[src/rtl/compute_clock_gate_pkg.sv]
// Shared constants and types for the compute clock-gate controller.
package compute_clock_gate_pkg;

  // Width of the done_reason status field reported to the host.
  localparam int REASON_W = 2;

  // Controller states, kept as plain constants so legacy code can compare against them.
  localparam logic [1:0] ST_IDLE   = 2'd0;
  localparam logic [1:0] ST_RUN    = 2'd1;
  localparam logic [1:0] ST_STALL  = 2'd2;
  localparam logic [1:0] ST_RESUME = 2'd3;

  // Why the most recent run ended.
  typedef enum logic [REASON_W-1:0] {
    REASON_LIMIT     = 2'd0,
    REASON_ABORT     = 2'd1,
    REASON_EXCEPTION = 2'd2
  } done_reason_e;

endpackage

[src/rtl/compute_clock_gate_ctrl_resume_timer.sv]
// Loadable down-counter that paces the return from a stall back to RUN.
module resume_timer #(
  parameter int W = 2
) (
  input  logic         clock,
  input  logic         reset_n,
  input  logic         load,
  input  logic         dec,
  input  logic [W-1:0] load_value,
  output logic         zero
);

  logic [W-1:0] count;

  // Load takes precedence over decrement; the count saturates at zero.
  always_ff @(posedge clock) begin
    if (!reset_n) begin
      count <= '0;
    end else if (load) begin
      count <= load_value;
    end else if (dec && (count != '0)) begin
      count <= count - 1'b1;
    end
  end

  assign zero = (count == '0);

endmodule

[src/rtl/compute_clock_gate_ctrl.sv]
// Control-domain FSM driving the active-low enable of the compute clock buffer,
// counting enabled compute cycles against a host-supplied budget.
module compute_clock_gate_ctrl
  import compute_clock_gate_pkg::*;
#(
  parameter int CNT_W        = 48,
  parameter int ID_W         = 16,
  parameter int RESUME_DELAY = 2
) (
  input  logic                clock,
  input  logic                reset_n,
  input  logic                start,
  input  logic [CNT_W-1:0]    cycle_limit,
  input  logic                stop_req,
  input  logic                stall_req,
  input  logic                exception_valid,
  input  logic [ID_W-1:0]     exception_id,
  output logic                compute_clock_en_n,
  output logic                running,
  output logic                done,
  output logic [REASON_W-1:0] done_reason,
  output logic [ID_W-1:0]     exception_id_q,
  output logic [CNT_W-1:0]    cycles_executed
);

  localparam int              TMR_W       = $clog2(RESUME_DELAY + 1);
  localparam logic [TMR_W-1:0] RESUME_LOAD = TMR_W'(RESUME_DELAY - 1);

  logic [1:0]          state_q, state_d;
  logic [CNT_W-1:0]    limit_q, limit_d;
  logic [CNT_W-1:0]    cycles_d, cycles_inc;
  logic                en_n_d, running_d, done_d;
  logic [REASON_W-1:0] reason_d;
  logic [ID_W-1:0]     exc_id_d;
  logic                finish;
  done_reason_e        finish_reason;
  logic                tmr_load, tmr_dec, tmr_zero;

  assign cycles_inc = cycles_executed + CNT_W'(1);

  resume_timer #(
    .W(TMR_W)
  ) u_resume_timer (
    .clock      (clock),
    .reset_n    (reset_n),
    .load       (tmr_load),
    .dec        (tmr_dec),
    .load_value (RESUME_LOAD),
    .zero       (tmr_zero)
  );

  // Next-state decode; the enable is derived from the next state so it leaves a flop glitch-free.
  always_comb begin
    state_d       = state_q;
    limit_d       = limit_q;
    cycles_d      = cycles_executed;
    reason_d      = done_reason;
    exc_id_d      = exception_id_q;
    done_d        = 1'b0;
    finish        = 1'b0;
    finish_reason = REASON_LIMIT;
    tmr_load      = 1'b0;
    tmr_dec       = 1'b0;

    if (!compute_clock_en_n) begin
      cycles_d = cycles_inc;
    end

    if (state_q == ST_IDLE) begin
      if (start) begin
        cycles_d = '0;
        exc_id_d = '0;
        reason_d = REASON_LIMIT;
        limit_d  = cycle_limit;
        if (cycle_limit == '0) begin
          done_d = 1'b1;
        end else begin
          state_d = ST_RUN;
        end
      end
    end else if (exception_valid) begin
      finish        = 1'b1;
      finish_reason = REASON_EXCEPTION;
      exc_id_d      = exception_id;
    end else if (stop_req) begin
      finish        = 1'b1;
      finish_reason = REASON_ABORT;
    end else begin
      case (state_q)
        ST_RUN: begin
          if (cycles_inc == limit_q) begin
            finish = 1'b1;
          end else if (stall_req) begin
            state_d = ST_STALL;
          end
        end
        ST_STALL: begin
          if (!stall_req) begin
            tmr_load = 1'b1;
            state_d  = ST_RESUME;
          end
        end
        ST_RESUME: begin
          if (stall_req) begin
            state_d = ST_STALL;
          end else if (tmr_zero) begin
            state_d = ST_RUN;
          end else begin
            tmr_dec = 1'b1;
          end
        end
        default: state_d = ST_IDLE;
      endcase
    end

    if (finish) begin
      state_d  = ST_IDLE;
      done_d   = 1'b1;
      reason_d = finish_reason;
    end

    en_n_d    = (state_d != ST_RUN);
    running_d = (state_d != ST_IDLE);
  end

  // State and output registers; reset gates the compute clock on the very next edge.
  always_ff @(posedge clock) begin
    if (!reset_n) begin
      state_q            <= ST_IDLE;
      limit_q            <= '0;
      compute_clock_en_n <= 1'b1;
      running            <= 1'b0;
      done               <= 1'b0;
      done_reason        <= REASON_LIMIT;
      exception_id_q     <= '0;
      cycles_executed    <= '0;
    end else begin
      state_q            <= state_d;
      limit_q            <= limit_d;
      compute_clock_en_n <= en_n_d;
      running            <= running_d;
      done               <= done_d;
      done_reason        <= reason_d;
      exception_id_q     <= exc_id_d;
      cycles_executed    <= cycles_d;
    end
  end

endmodule

[config.mk]
export PLATFORM = sky130hd
export DESIGN_NAME = compute_clock_gate_ctrl
export DESIGN_NICKNAME = d
export VERILOG_FILES = /design/src/rtl/compute_clock_gate_pkg.sv /design/src/rtl/compute_clock_gate_ctrl_resume_timer.sv /design/src/rtl/compute_clock_gate_ctrl.sv
export SDC_FILE = /design/constraint.sdc
export NUM_CORES = 1
export LEC_CHECK = 0
export CELL_PAD_IN_SITES_DETAIL_PLACEMENT = 1
export CELL_PAD_IN_SITES_GLOBAL_PLACEMENT = 1
export CORE_MARGIN = 2
export CORE_UTILIZATION = 38
export CTS_CLUSTER_DIAMETER = 50
export CTS_CLUSTER_SIZE = 40
export DETAILED_ROUTE_END_ITERATION = 16
export PLACE_DENSITY = 0.85
export SLEW_MARGIN = 20
export SYNTH_ARGS = -nofsm -noshare
export SYNTH_HDL_FRONTEND = slang
export SYNTH_HIERARCHICAL = 1
export SYNTH_SLANG_ARGS = --single-unit
export TNS_END_PERCENT = 20
[constraint.sdc]
create_clock -name clock -period 3.9 [get_ports clock]
set_input_delay 0.39 -clock clock [delete_from_list [all_inputs] [get_ports clock]]
set_output_delay 0.39 -clock clock [all_outputs]
set_load 0.03 [all_outputs]
==> run summary, run 1 <==
CTS Hold Bufs = 0
Fin. Hold Viols = 0
Synth top area share = 35.2%
antenna violations before repair = 0
clock root buffer = clkbuf_16
Max Cap Viol = 0
DR WL/cell = 20.4 um
CTS max path bufs = 2
Design Power = 3.35 mW
Filler cells = 2114
Synth area leader = dfxtp_1
initial cell density of the core = 38.6%
Clock Pin Slew Worst Setup and Hold Paths = 60 ps
P&R area growth vs syn = 30.7%
Worst Min Path Start = limit_q[1]
Final Skew = 16.0 ps
Setup TNS = 0 ps
grt total ovfl = 0
hold slack = 490 ps
H-tree levels = 4
Hold Path Class = reg2reg
Peak Freq = 0.290 GHz
core area = 17800 sq um
cells after synthesis = 855
final setup fails = 0
Final #Nets = 1040
post-synthesis cell area = 6880 sq um
largest net degree at the start of global routing = 54
RSZ-0062 raised after global routing = false
Worst EP arrival = 3750 ps
worst vdd rail ir drop = 0.000309 V
final cell count without fillers = 1209
net count after synthesis = 927
GP Congestion = 0.943
crit path max fanout = 8
setup bufs post-CTS = 0
placed insts = 1178
post-layout util = 50.4%
status = complete, no violations
worst r2r dst = running
synth unique cells = 69
leakage power = 3.02 nW
Least-Margin Pin Slew = 877 ps
die area = 19200 sq um
antenna viol nets, final = 0
via count = 6837
FP Rows = 49
Multi-input gate area = 4160 sq um
Residual DRC = 0
cts repair resizes = 0
Horiz. Die Dim = 139 um
vias in the first global route = 6967
ANT cells = 0
CTS Sinks = 121
Area contributors post-synth = dfxtp_1 35%, xnor2_1 10%, nand2_1 7.7%, a21boi_0 5.3%, nor2_1 4.5%
HPWL after DPL = 18.4 mm
worst relative slew slack = 41.0%
worst hold stages = 2
# IOs = 139
Avg Inst Size Synth = 8.05 sq um
drt first pass iters = 4
register area = 2420 sq um
ys flop type = dfxtp_1
via/cell ratio = 5.66
Register-to-Register Path Depth = 10
FF-to-FF Start = cycles_executed[0]
number of synthesized flops with an enable pin = 0
min Tclk post-route = 3450 ps
asr flop ratio synth = 0%
layout cells sized above 1 = 7.55%
CTS buffer count = 17
count leader, synth = nand2_1
Die Span Y = 139 um
kind of critical path = reg2reg
yosys warns = 6
Hold Crit Endpoint = limit_q[1]
final WL = 24.6 mm
reg2reg setup slack = 450 ps
startpoint types = flop
TritonCTS clock tree = done
Port Buffers = 138
Detailed Route Iter0 Violations = 484
share of the yosys chip area belonging to registers = 35.2%
Slew Viols, Final = 0
post-route clock period utilization = 88.5%
most instantiated cells after synthesis = 142 x nand2_1, 121 x dfxtp_1, 83 x nor2_1
global-route wire length before repair = 39.2 mm
WP data required = 4200 ps
synthesized flop and latch total = 121
PwrDens = 372 nW/um^2
clock latency on the worst-skew pair = 430 ps
Crit. End Element = flop
Overall Global Routing Usage = 25.6%
## worst max-delay path, stage by stage, from the launching register on
cell      delay [ps]
dfxtp_1          460
ha_1             400
nand4_2          250
nor3_4           350
nand4_2          260
a21boi_0         210
or4_1            470
and4b_1          270
nand4_2          190
nor3_1           330
o22ai_1          130
## kinds of logic (layout without fill, tap and decap cells)
kind of cell / after synthesis / after routing / share of synthesized area [%]
buffers and inverters: 66 / 191 / 4.47
muxes: 4 / 4 / 0.600
xor gates and xnor gates: 112 / 112 / 14.4
AOI/OAI and AO/OA: 127 / 127 / 13.3
other: 2 / 2 / 0.109
DFF: 121 / 121 / 35.2
and+or+nand+nor: 421 / 421 / 31.6
adders and majority gates: 2 / 2 / 0.364
## worst max-delay path by stage
stage                            start              to  depth (start not counted)
floorplan           cycles_executed[5]  done_reason[0]                         10
global placement    cycles_executed[0]  done_reason[1]                         10
detailed placement  cycles_executed[0]         running                         10
CTS                 cycles_executed[0]         running                         10
global route        cycles_executed[0]         running                         10
finish              cycles_executed[0]         running                         10
## power by group
group | switching, mW | total (mW) | internal (mW)
Clock | 0.612 | 1.68 | 1.07
Sequential | 0.0459 | 1.32 | 1.28
Combinational | 0.184 | 0.349 | 0.165
Total | 0.841 | 3.35 | 2.51
## layer usage
metal	global-route usage [%]	routed length, um	up-vias
met1	33.6	10900	3358
met5	0	0	-
met3	5.52	1520	43
met2	42.3	11600	244
li1	-	-	3192
met4	8.16	574	0
## per-stage QoR
stage | worst slack [ps] | area (sq um)
6_report | 448 | 9000
5_1_grt | 158 | 9000
4_1_cts | 507 | 9000
3_5_place_dp | 515 | 8370
3_3_place_gp | 714 | 8370
2_1_floorplan | 717 | 6880
## layout by cell type, fill, tap and decap left out, types with 3 or more instances in the layout
master and count:
a21boi_0 49, a21oi_1 13, a22oi_1 18, a31oi_1 7, and2_1 5, and3_1 5
and4_1 9, buf_4 14, bufinv_16 4, clkbuf_16 17, clkdlybuf4s50_1 137, clkinv_4 4
dfxtp_1 121, inv_1 8, mux2i_1 3, nand2_1 142, nand2b_1 5, nand3_1 17
nand3b_1 3, nand4_1 36, nand4_2 3, nor2_1 82, nor2b_1 23, nor3_1 28
nor4_1 25, nor4b_1 3, o21ai_0 14, o21ai_1 5, o22ai_1 3, or2_2 3
or3_1 7, or4_1 4, xnor2_1 81, xor2_1 30
## area by class of cell
type                    instances  share of cell area, %
inverters                       8                  0.334
flip-flops and latches        121                   26.9
multi-input cells             668                   46.2
repair buffers                152                   16.5
clock inverters                14                   2.20
clock buffers                  17                   4.73
well taps                     229                   3.18
## state kept, by name, summed over array words and instances (netlist names)
register	count
limit_q	48
compute_clock_en_n	1
done_reason	2
done	1
u_resume_timer/count	2
exception_id_q	16
running	1
state_q	2
cycles_executed	48
(Power assumes the default switching activity.)
==> inputs of run 2 (changes only) <==
Settings changed: REMOVE_ABC_BUFFERS set to 1.
==> run summary, run 2 (synthesis results as in run 1) <==
status = complete, no violations
CP max stage delay = 570 ps (+100 ps)
Least-Margin Pin Slew = 1050 ps (+174 ps)
worst-path cell chain = ha_1 > nand4_2 > or4_1 > nor4_1 > xnor2_1 > nand2_1 > nor4_2 > nand4_1 > nor3_1 > o22ai_1
CTS Hold Bufs = 0 (unchanged)
Clock Pin Slew Worst Setup and Hold Paths = 60 ps (about the same)
largest net degree at the start of global routing = 49 (-9.3%)
CTS Sinks = 121 (unchanged)
vias in the first global route = 7136 (+2.4%)
Port Buffers = 138 (unchanged)
Logic pwr share = 10.5% (about the same)
startpoint types = flop
Worst EP arrival = 3880 ps (+130 ps)
Slew Viols, Final = 0 (unchanged)
final setup fails = 0 (unchanged)
Peak Freq = 0.279 GHz (-3.7%)
Slowest cell on crit path = or4_1
Die Span Y = 139 um (unchanged)
antenna violations before repair = 0 (unchanged)
leakage power = 3.04 nW (+0.75%)
Crit. End Element = flop
Register-to-Register Path Depth = 10 (unchanged)
antenna viol nets, final = 0 (unchanged)
clock root buffer = clkbuf_16
CTS max path bufs = 2 (unchanged)
CTS buffer count = 17 (unchanged)
ANT cells = 0 (unchanged)
worst relative slew slack = 29.7% (-11 points)
Final #Nets = 1044 (+0.38%)
Cell Int Power = 2.48 mW (-1.1%)
Detailed Route Iter0 Violations = 594 (+23%)
PwrDens = 369 nW/um^2 (-0.98%)
via count = 6879 (+0.61%)
kind of critical path = reg2reg
crit path max fanout = 8 (unchanged)
core area = 17800 sq um (unchanged)
P&R area growth vs syn = 31.1%
Overall Global Routing Usage = 25.9% (+0.30 points)
HPWL after DPL = 18.7 mm (+1.6%)
Net Sw Power = 845 uW (+0.42%)
post-layout util = 50.6% (+0.14 points)
cts repair resizes = 0 (unchanged)
sw frac = 25.4% (+0.28 points)
Setup TNS = 0 ps (unchanged)
grt total ovfl = 0 (unchanged)
via/cell ratio = 5.67 (+0.20%)
H-tree levels = 4 (unchanged)
FP Rows = 49 (unchanged)
min Tclk post-route = 3580 ps (+132 ps)
Clk pwr share = 49.9% (-0.3 points)
Horiz. Die Dim = 139 um (unchanged)
post-route clock period utilization = 91.9% (+3.4 points)
initial cell density of the core = 38.6% (unchanged)
die area = 19200 sq um (unchanged)
# IOs = 139 (unchanged)
Residual DRC = 0 (unchanged)
Max Cap Viol = 0 (unchanged)
GP Congestion = 0.986 (+4.5%)
Fin. Hold Viols = 0 (unchanged)
global-route wire length before repair = 39.3 mm (+0.33%)
sequential share of power = 39.6% (+0.2 points)
TritonCTS clock tree = done
layout cells sized above 1 = 7.92% (+0.37 points)
final WL = 24.9 mm (+1.2%)
worst vdd rail ir drop = 0.000305 V (-1.5%)
drt first pass iters = 6 (+2)
most frequent cells in the layout = 142 x nand2_1, 137 x clkdlybuf4s50_1, 121 x dfxtp_1, 83 x nor2_1, 81 x xnor2_1
leading cell type in the layout, fill and taps excluded = nand2_1
kind of cell adding the most delay to the critical path = simple AND/OR/NAND/NOR gates
WP buf/inv = 0 (unchanged)
worst hold stages = 2 (unchanged)
DR WL/cell = 20.5 um (+0.74%)
WP data required = 4190 ps (about the same)
Final Skew = 7.11 ps (-8.85 ps)
critical path depth = 10 (unchanged)
RSZ-0062 raised after global routing = false
Hold Path Class = reg2reg
setup bufs post-CTS = 0 (unchanged)
clock latency on the worst-skew pair = 420 ps (about the same)
biggest regs = cycles_executed (48), limit_q (48), exception_id_q (16)
[run 2: changes by cell type in the layout (fill, tap and decap cells not counted), sizes merged]
cell    before  now
buf         15   19
clkbuf      17   19
bufinv       4    3
[run 2: final timing paths]
kind                      to                from  slack (ps)
setup / recovery     running  cycles_executed[0]         320
hold / removal    limit_q[5]          limit_q[5]         480
setup reg to reg     running  cycles_executed[0]         320
hold reg to reg   limit_q[5]          limit_q[5]         480
[run 2: cell type report]
type                    count  area (sq um)
inverters                   8          30.0
multi-input cells         668          4150
flip-flops and latches    121          2420
clock buffers              19           453
clock inverters            13           168
well taps                 229           287
repair buffers            156          1510
fillers                  2079          8820
[run 2: routing by layer]
metal / track usage [%] / vias up / part of all wire, %
li1: - / 3198 / -
met1: 32.8 / 3368 / 43
met2: 42.7 / 254 / 48
met3: 5.63 / 59 / 6.3
met4: 11.3 / 0 / 3.5
met5: 0 / - / 0
[run 2: worst reg2reg max path, stage by stage (launching register included)]
cell and delay [ps]:
dfxtp_1 460, ha_1 390, nand4_2 240, or4_1 570, nor4_1 410, xnor2_1 180, nand2_1 90, nor4_2 330
nand4_1 300, nor3_1 350, o22ai_1 130
[run 2: power by group through the flow]
stage | Sequential (mW) | Clock [mW] | Combinational [mW]
6_report | 1.32 | 1.66 | 0.350
5_1_grt | 1.32 | 1.74 | 0.380
4_1_cts | 1.32 | 1.69 | 0.351
3_5_place_dp | 1.34 | 0 | 0.347
3_3_place_gp | 1.34 | 0 | 0.339
2_1_floorplan | 1.34 | 0 | 0.160
[run 2: per-stage QoR]
stage | setup slack, ps | hold slack [ps] | power [mW] | cell area, sq um | cells
finish | 316 | 480 | 3.33 | 9020 | 1214
global route | 144 | 511 | 3.44 | 9020 | 1214
CTS | 370 | 481 | 3.35 | 9020 | 1214
detailed placement | 422 | 473 | 1.69 | 8400 | 1182
global placement | 557 | 465 | 1.68 | 8400 | 1182
floorplan | 576 | 455 | 1.50 | 6610 | 797
